<file path="src/rtl/acp_read_mover.sv">
// acp_read_mover: turns 72-bit h2s read commands into 4KB-safe ACP INCR bursts,
// streams the returned beats out unchanged and reports one status byte per command.
module acp_read_mover #(
  parameter int          C_M_AXI_ADDR_WIDTH = 32,
  parameter int          C_M_AXI_DATA_WIDTH = 64,
  parameter logic [2:0]  C_PROT             = 3'b010,
  parameter int          C_MAX_BEATS        = 16,
  parameter logic [3:0]  C_CACHE            = 4'b1111
) (
  input  logic                          clk,
  input  logic                          aresetn,
  input  logic [71:0]                   S_AXIS_CMD_TDATA,
  input  logic                          S_AXIS_CMD_TVALID,
  output logic                          S_AXIS_CMD_TREADY,
  output logic [7:0]                    M_AXIS_STS_TDATA,
  output logic                          M_AXIS_STS_TVALID,
  input  logic                          M_AXIS_STS_TREADY,
  output logic [C_M_AXI_ADDR_WIDTH-1:0] M_AXI_ARADDR,
  output logic [7:0]                    M_AXI_ARLEN,
  output logic [2:0]                    M_AXI_ARSIZE,
  output logic [1:0]                    M_AXI_ARBURST,
  output logic [3:0]                    M_AXI_ARCACHE,
  output logic [2:0]                    M_AXI_ARPROT,
  output logic                          M_AXI_ARVALID,
  input  logic                          M_AXI_ARREADY,
  input  logic [C_M_AXI_DATA_WIDTH-1:0] M_AXI_RDATA,
  input  logic [1:0]                    M_AXI_RRESP,
  input  logic                          M_AXI_RLAST,
  input  logic                          M_AXI_RVALID,
  output logic                          M_AXI_RREADY,
  output logic [C_M_AXI_DATA_WIDTH-1:0] M_AXIS_TDATA,
  output logic                          M_AXIS_TLAST,
  output logic                          M_AXIS_TVALID,
  input  logic                          M_AXIS_TREADY,
  output logic [2:0]                    dbg_state_o
);

  localparam int          AW   = C_M_AXI_ADDR_WIDTH;
  localparam logic [12:0] MAXB = 13'(C_MAX_BEATS);

  // Every channel transfers on a cycle where VALID and READY are both high at
  // the rising edge; a VALID, once raised, holds its payload until that edge.
  typedef enum logic [2:0] {
    IDLE   = 3'd0,
    CHECK  = 3'd1,
    ADDR   = 3'd2,
    DATA   = 3'd3,
    STATUS = 3'd4
  } state_t;

  state_t      state_q, state_d;
  logic [AW-1:0] addr_q, addr_d;
  logic [22:0] btt_q, btt_d;
  logic [19:0] beats_q, beats_d;
  logic        eof_q, eof_d;
  logic [3:0]  tag_q, tag_d;
  logic        slverr_q, slverr_d;
  logic        decerr_q, decerr_d;
  logic        interr_q, interr_d;

  logic        cmd_ready;
  logic        ar_valid;
  logic        data_phase;
  logic        sts_valid;
  logic [12:0] page_beats;
  logic [12:0] len_c;

  logic unused_cmd_bits;
  assign unused_cmd_bits = ^{S_AXIS_CMD_TDATA[71:68], S_AXIS_CMD_TDATA[31],
                             S_AXIS_CMD_TDATA[29:23]};

  // Beats left before the next 4KB page; the address is always 8-byte aligned here.
  assign page_beats = (13'd4096 - {1'b0, addr_q[11:0]}) >> 3;

  always_comb begin
    len_c = MAXB;
    if (beats_q < 20'(len_c)) len_c = beats_q[12:0];
    if (page_beats < len_c)   len_c = page_beats;
  end

  always_comb begin
    state_d    = state_q;
    addr_d     = addr_q;
    btt_d      = btt_q;
    beats_d    = beats_q;
    eof_d      = eof_q;
    tag_d      = tag_q;
    slverr_d   = slverr_q;
    decerr_d   = decerr_q;
    interr_d   = interr_q;
    cmd_ready  = 1'b0;
    ar_valid   = 1'b0;
    data_phase = 1'b0;
    sts_valid  = 1'b0;
    unique case (state_q)
      IDLE: begin
        cmd_ready = 1'b1;
        if (S_AXIS_CMD_TVALID) begin
          btt_d   = S_AXIS_CMD_TDATA[22:0];
          eof_d   = S_AXIS_CMD_TDATA[30];
          addr_d  = S_AXIS_CMD_TDATA[32 +: AW];
          tag_d   = S_AXIS_CMD_TDATA[67:64];
          state_d = CHECK;
        end
      end
      CHECK: begin
        if ((btt_q == 23'd0) || (addr_q[2:0] != 3'd0) || (btt_q[2:0] != 3'd0)) begin
          interr_d = 1'b1;
          state_d  = STATUS;
        end else begin
          beats_d = btt_q[22:3];
          state_d = ADDR;
        end
      end
      ADDR: begin
        ar_valid = 1'b1;
        if (M_AXI_ARREADY) begin
          addr_d  = addr_q + (AW'(len_c) << 3);
          beats_d = beats_q - 20'(len_c);
          state_d = DATA;
        end
      end
      DATA: begin
        data_phase = 1'b1;
        if (M_AXI_RVALID && M_AXIS_TREADY) begin
          if (M_AXI_RRESP == 2'b10) slverr_d = 1'b1;
          if (M_AXI_RRESP == 2'b11) decerr_d = 1'b1;
          if (M_AXI_RLAST) state_d = (beats_q != 20'd0) ? ADDR : STATUS;
        end
      end
      STATUS: begin
        sts_valid = 1'b1;
        if (M_AXIS_STS_TREADY) begin
          slverr_d = 1'b0;
          decerr_d = 1'b0;
          interr_d = 1'b0;
          state_d  = IDLE;
        end
      end
      default: state_d = IDLE;
    endcase
  end

  always_ff @(posedge clk) begin
    if (!aresetn) begin
      state_q  <= IDLE;
      addr_q   <= '0;
      btt_q    <= '0;
      beats_q  <= '0;
      eof_q    <= 1'b0;
      tag_q    <= '0;
      slverr_q <= 1'b0;
      decerr_q <= 1'b0;
      interr_q <= 1'b0;
    end else begin
      state_q  <= state_d;
      addr_q   <= addr_d;
      btt_q    <= btt_d;
      beats_q  <= beats_d;
      eof_q    <= eof_d;
      tag_q    <= tag_d;
      slverr_q <= slverr_d;
      decerr_q <= decerr_d;
      interr_q <= interr_d;
    end
  end

  assign S_AXIS_CMD_TREADY = cmd_ready & aresetn;

  assign M_AXI_ARVALID = ar_valid;
  assign M_AXI_ARADDR  = addr_q;
  assign M_AXI_ARLEN   = ar_valid ? 8'(len_c - 13'd1) : 8'd0;
  assign M_AXI_ARSIZE  = 3'b011;
  assign M_AXI_ARBURST = 2'b01;
  assign M_AXI_ARCACHE = C_CACHE;
  assign M_AXI_ARPROT  = C_PROT;

  // Zero-latency pass-through: stream backpressure is the R channel's ready.
  assign M_AXIS_TDATA  = M_AXI_RDATA;
  assign M_AXIS_TVALID = data_phase & M_AXI_RVALID;
  assign M_AXI_RREADY  = data_phase & M_AXIS_TREADY;
  assign M_AXIS_TLAST  = data_phase & M_AXI_RLAST & eof_q & (beats_q == 20'd0);

  assign M_AXIS_STS_TVALID = sts_valid;
  assign M_AXIS_STS_TDATA  = sts_valid ?
      {~(slverr_q | decerr_q | interr_q), slverr_q, decerr_q, interr_q, tag_q} : 8'd0;

  assign dbg_state_o = state_q;

endmodule

</file>
<file path="config.mk">
export PLATFORM = sky130hd
export DESIGN_NAME = acp_read_mover
export DESIGN_NICKNAME = d
export VERILOG_FILES = /design/src/rtl/acp_read_mover.sv
export SDC_FILE = /design/constraint.sdc
export NUM_CORES = 1
export LEC_CHECK = 0
export ABC_AREA = 1
export CAP_MARGIN = 20
export CELL_PAD_IN_SITES_DETAIL_PLACEMENT = 0
export CELL_PAD_IN_SITES_GLOBAL_PLACEMENT = 1
export CORE_ASPECT_RATIO = 0.7
export CORE_MARGIN = 5
export CORE_UTILIZATION = 30
export CTS_CLUSTER_DIAMETER = 100
export CTS_CLUSTER_SIZE = 12
export DETAILED_ROUTE_END_ITERATION = 8
export PLACE_DENSITY = 0.86
export SLEW_MARGIN = 40
export SYNTH_ARGS = -nofsm -noshare
export SYNTH_HDL_FRONTEND = slang
export SYNTH_SLANG_ARGS = --single-unit
</file>
<file path="constraint.sdc">
create_clock -name clk -period 5.2 [get_ports clk]
set_input_delay 0.78 -clock clk [delete_from_list [all_inputs] [get_ports clk]]
set_output_delay 0.78 -clock clk [all_outputs]
set_load 0.02 [all_outputs]
</file>
==> qor.yml <==
status: "finished, final reports clean"
powerDensity_nw_per_um2: 614
tns_ns: 0
hpwl_um: 17900
timing.slew.headroom: 0.490
synth.yosys.warnings: 0
r2r_setup_slack_ns: 0.37
nFillCells: 2611
rows: 47
ys_seq_elements: 86
final_cells: 1587
fin_skew_ns: 0.0125
path_delay_family: "simple AND/OR/NAND/NOR gates"
num-nets-final: 1438
cts_root_buffer: "clkbuf_16"
synth_top_family_by_area: "simple AND/OR/NAND/NOR gates"
synth_area_per_cell_um2: 6.10
synth_compound_area_frac: 0.163
grt_max_degree: 63
hold_ws_ns: 0.449
worstSkewPairLatency_ns: 0.36
cp.required_ns: 4.42
maxSlewViolCount: 0
drc: 0
path_max_fanout: 11
min_to: "btt_q[1]$_SDFFE_PN0P_"
drtIter0Drc: 578
ys_seq_area_frac: 0.236
startpoint_type: "register"
tightest_slew_ns: 0.762
synth_edf_count: 0
coreArea_um2: 23800
grt.total_usage: 0.160
firstDrtPassIters: 5
dieHeight_um: 140
ant_nets: 0
path_cells: "nor2_4, nand3_2, nor2_2, nand2_1, or2_4, nor2_2, inv_1, nor2_2, inv_1, nand2_1, inv_1, ha_4, nand2_2, nor3b_2, nand2_2, buf_4, nand3_1, nand2_2, inv_1, nor2_2, inv_1, nand2_1, a21oi_1, clkdlybuf4s50_1"
grt_antenna_before_repair: 2
cts_made_buffers: 9
slowest_delay_ns: 0.67
yosys.area_share.simple: 0.354
wire_per_inst_um: 14.4
crit_arrival_ns: 4.16
dominantRegCellSynth: "dfxtp_1"
cts_tree: "built"
synthToLayoutAreaGrowth_pct: 21.8
crit_type: "register to primary output"
syn_inst: 1196
netlist_area_um2: 7290
r2r-start: "M_AXI_ARADDR[1]$_SDFFE_PN0P_"
cts_buffer_depth: 2
setup_violations: 0
power.total_w: 0.00545
critPathBufInv: 7
antenna_cells: 0
hold_path_class: "register to register"
async_flop_share: 0
post-place-ws_ns: -0.000306
worst_path_max_delay_cell: "clkdlybuf4s50_1"
via_per_inst: 4.73
whs_path_depth: 2
synthMuxAreaShare: 0
ioPinCount: 279
hp-start: "btt_q[1]$_SDFFE_PN0P_"
cpMostUsedCell: "inv_1"
hold_viol: 0
r2r-end: "M_AXI_ARADDR[25]$_SDFFE_PN0P_"
drive_above_1_share: 0.0938
cp-end-kind: "primary output"
h-tree-depth: 3
layout_min_cycle_time_ns: 4.94
synth_adder_area_share: 0.0491
start_util: 0.307
place.gp.congestion: 0.878
path_clk_slew_ns: 0.08
synth_xor_area_frac: 0.0144
r2r_cells: 36
io_buffers: 126
die_w_um: 196
fmax_mhz: 202
p_leak_nw: 3.70
wl_um: 22800
fin_crit_sh: 0.950
vias: 7500
dieArea_um2: 27600
placed_cells: 1570
synthDistinctLibCells: 49
grt-ovfl-total: 0
irDropWorstVdd_uv: 243
grt_pass1_vias: 6863
max-cap-violations: 0
cts.sinks: 86
grt_pass1_wl_um: 36300
worst_slack_ns: 0.260
## worst max path at each step
stage | startpoint | endpoint | slack [ns] | cells past startpoint
detailed placement | M_AXI_ARADDR[0]$_SDFFE_PN0P_ | M_AXI_ARLEN[7] | -0.0003 | 30
global placement | M_AXI_ARADDR[0]$_SDFFE_PN0P_ | M_AXI_ARLEN[7] | 0.05 | 30
floorplan | M_AXI_ARADDR[0]$_SDFFE_PN0P_ | M_AXI_ARADDR[29]$_SDFFE_PN0P_ | 0.63 | 35
finish | M_AXI_ARADDR[1]$_SDFFE_PN0P_ | M_AXI_ARLEN[2] | 0.26 | 24
global route | M_AXI_ARADDR[1]$_SDFFE_PN0P_ | M_AXI_ARLEN[7] | -0.01 | 30
CTS | M_AXI_ARADDR[2]$_SDFFE_PN0P_ | M_AXI_ARLEN[6] | 0.05 | 29
## placed cells by master (no fill, tap or decap), types with 7 or more instances in the layout
master | netlist | final
nor2_2 | 8 | 10
o21ai_0 | 65 | 64
nor3_1 | 16 | 16
inv_1 | 146 | 146
xor2_1 | 8 | 8
nor2_1 | 130 | 124
buf_4 | 78 | 25
nor4_1 | 9 | 9
nand3_2 | 6 | 10
conb_1 | 2 | 23
nand2_2 | 22 | 25
clkbuf_16 | 0 | 9
clkdlybuf4s50_1 | 0 | 122
dfxtp_1 | 86 | 85
nand3_1 | 75 | 70
nand2_1 | 270 | 265
nand4_1 | 19 | 19
ha_1 | 27 | 25
nand3b_1 | 7 | 7
a21oi_1 | 130 | 129
## metal layers
metal | up-vias | GRT usage | routed length, µm
li1 | 3902 | - | -
met1 | 3327 | 0.244 | 11800
met2 | 248 | 0.212 | 8600
met3 | 19 | 0.0629 | 2230
met4 | 4 | 0.0257 | 174
met5 | - | 0 | 27
## registers in the layout, indices dropped and copies added (netlist names)
name          count
btt_q            23
eof_q             1
tag_q             4
M_AXI_ARADDR     32
slverr_q          1
beats_q          20
decerr_q          1
interr_q          1
dbg_state_o       3
## worst min-delay path: stages, from the launching register on
cell and delay, ns:
dfxtp_1 0.31, inv_1 0.05, a21oi_1 0.05
## through the flow
step	utilization	cell area, µm²
2_1_floorplan	-	7370
6_report	0.374	8880
4_1_cts	0.369	8780
3_3_place_gp	0.356	8460
5_1_grt	0.374	8880
3_5_place_dp	0.357	8470
## cells in the mapped netlist, types with 4 or more instances
master	instances	share of area
nor4_1	9	0.0077
nand3_1	75	0.051
nand4_1	19	0.016
nor3_1	16	0.011
clkinv_1	4	0.0021
nand2_1	270	0.14
nand3b_1	7	0.0072
a21oi_1	130	0.089
dfxtp_1	86	0.24
buf_2	9	0.0062
xor2_1	8	0.0096
buf_4	78	0.080
inv_1	146	0.075
clkbuf_1	24	0.012
a211oi_1	6	0.0062
o21ai_1	4	0.0027
ha_1	27	0.046
nor2_1	130	0.067
nand3_2	6	0.0082
xnor2_1	4	0.0048
o21ai_0	65	0.045
nand2_2	22	0.019
nor2_2	8	0.0069
## repair_timing
action                                  in CTS  in global routing
resized for setup                            8                 33
setup buffers                                0                  1
pin swaps                                    0                 11
endpoints found under the setup margin       4                 27
hold buffers                                 0                  0
## cell type report
cell class,count,area [µm²],share of cell area
Multi-Input combinational cell,863,4440,0.500
Sequential cell,86,1720,0.194
Timing Repair Buffer,151,1440,0.162
Inverter,153,574,0.0646
Tap cell,318,398,0.0448
Clock buffer,9,225,0.0254
Clock inverter,7,83.8,0.00944
## report_power, final
group          internal [W]  switching (W)
combinational       0.00135        0.00242
sequential         0.000835       0.000160
clock              0.000347       0.000344
total               0.00253        0.00292
## kinds of logic (layout without fill, tap and decap cells)
group,Yosys count,in the layout
DFF,86,86
adders and majority gates,28,28
buffers and inverters,268,320
AOI/OAI and AO/OA,223,223
other,2,23
and+or+nand+nor,577,577
xor gates and xnor gates,12,12
Power figures use the tool's default switching activity.
==> RTL edit, RTL diff (config.mk and constraints unchanged) <==
Set the parameter `C_M_AXI_ADDR_WIDTH` to 36 (it was 32).
--- a/src/rtl/acp_read_mover.sv
+++ b/src/rtl/acp_read_mover.sv
@@ -1,7 +1,7 @@
 // acp_read_mover: turns 72-bit h2s read commands into 4KB-safe ACP INCR bursts,
 // streams the returned beats out unchanged and reports one status byte per command.
 module acp_read_mover #(
-  parameter int          C_M_AXI_ADDR_WIDTH = 32,
+  parameter int          C_M_AXI_ADDR_WIDTH = 36,
   parameter int          C_M_AXI_DATA_WIDTH = 64,
   parameter logic [2:0]  C_PROT             = 3'b010,
   parameter int          C_MAX_BEATS        = 16,
Ports: changed (resized M_AXI_ARADDR); port bits go from 279 to 283. The function was not compared with the original's and may differ.
==> RTL edit against the original RTL <==
  * Total power fell by 0.54%
  * Combinational power fell by 2%
  * Sequential cell count rose by 4
  * Area after synthesis grew 2.3%
  * Sequential share of layout area is 0.71 points higher
  * First-iteration DRC count shrank 11%
  * Setup slack better by 0.14 ns
  * Final area is 0.87% higher
  * Sequential power increased by 7%
  * Routed wire length is 4.4% higher
  * Count of clock-buffer cells in the layout up 1
  * Register-to-register slack improved by 0.08 ns
==> RTL edit: results (changes against the original RTL) <==
[status]
status=completed

[sta]
fmax_mhz=208  ; +3.0%
tightest_slew_ns=0.726  ; -0.0361 ns
skew_ns=0.0107  ; -0.00176 ns

[power]
seq_power_share_pct=19.6  ; +1.4 points
p_leak_nw=3.73  ; +0.77%
switching_share_pct=53.0  ; -0.56 points
power_density_mw_per_mm2=605  ; -1.4%

[setup_path]
endpoint=M_AXI_ARLEN[7]
ff2ff_path_depth=32  ; -11%
timing.rr.end=M_AXI_ARADDR[33]$_SDFFE_PN0P_
cp_slowest_cell=dfxtp_1
rr_startpoint=M_AXI_ARADDR[0]$_SDFFE_PN0P_

[global_route]
grt_pass1_vias=7038  ; +2.5%
grtUsageMet2_pct=22.0  ; +0.82 points
grt_pass1_wl_um=37600  ; +3.7%

[route]
wl_met1_um=12600  ; +7.0%
viasPerCell=4.80  ; +1.6%
firstDrtPassIters=7  ; +2
dr_wl_met2_um=8850  ; +2.8%
wl_per_cell_um=14.9  ; +3.2%
drt_iter0_drc=516  ; -11%

[synth]
avgSynthCellArea_um2=6.16  ; +1.0%

[placed_design]
place_ws_ns=0.153  ; +0.153 ns
hpwl_um=18400  ; +2.9%
placedCellCount=1589  ; +1.2%
routabilityCongestion=0.893  ; +1.7%

[layout]
final_layout_size_suffix_gt1_share_pct=7.50  ; -1.9 points
largest_reg_flops=36  ; +13%
layout.nets=1452  ; +0.97%

[RTL edit: cell type report]
| cell class | instances | area, µm² |
|---|---|---|
| inverters | 143 | 539 |
| flip-flops and latches | 90 | 1800 |
| repair buffers | 150 | 1440 |
| clock inverters | 6 | 55.1 |
| multi-input cells | 881 | 4480 |
| clock buffers | 10 | 239 |
| fillers | 2667 | 15600 |
| well taps | 325 | 407 |
[RTL edit: stage by stage]
stage / util [%] / cell area (µm²) / hold WS (ns)
floorplan: - / 7540 / 0.424
global placement: 35.2 / 8650 / 0.436
detailed placement: 35.3 / 8660 / 0.441
CTS: 36.4 / 8950 / 0.452
global route: 36.5 / 8960 / 0.462
finish: 36.5 / 8960 / 0.450
[RTL edit: kinds of logic (layout without fill, tap and decap cells)]
family	count (synthesis)	in the layout	synth area share, %
simple gates	556	556	33.0
buf+inv	261	309	17.2
compound gates	251	251	17.8
flops	90	90	24.2
fa+ha+maj	31	31	5.30
xor+xnor	20	20	2.35
other cells	2	23	0.101
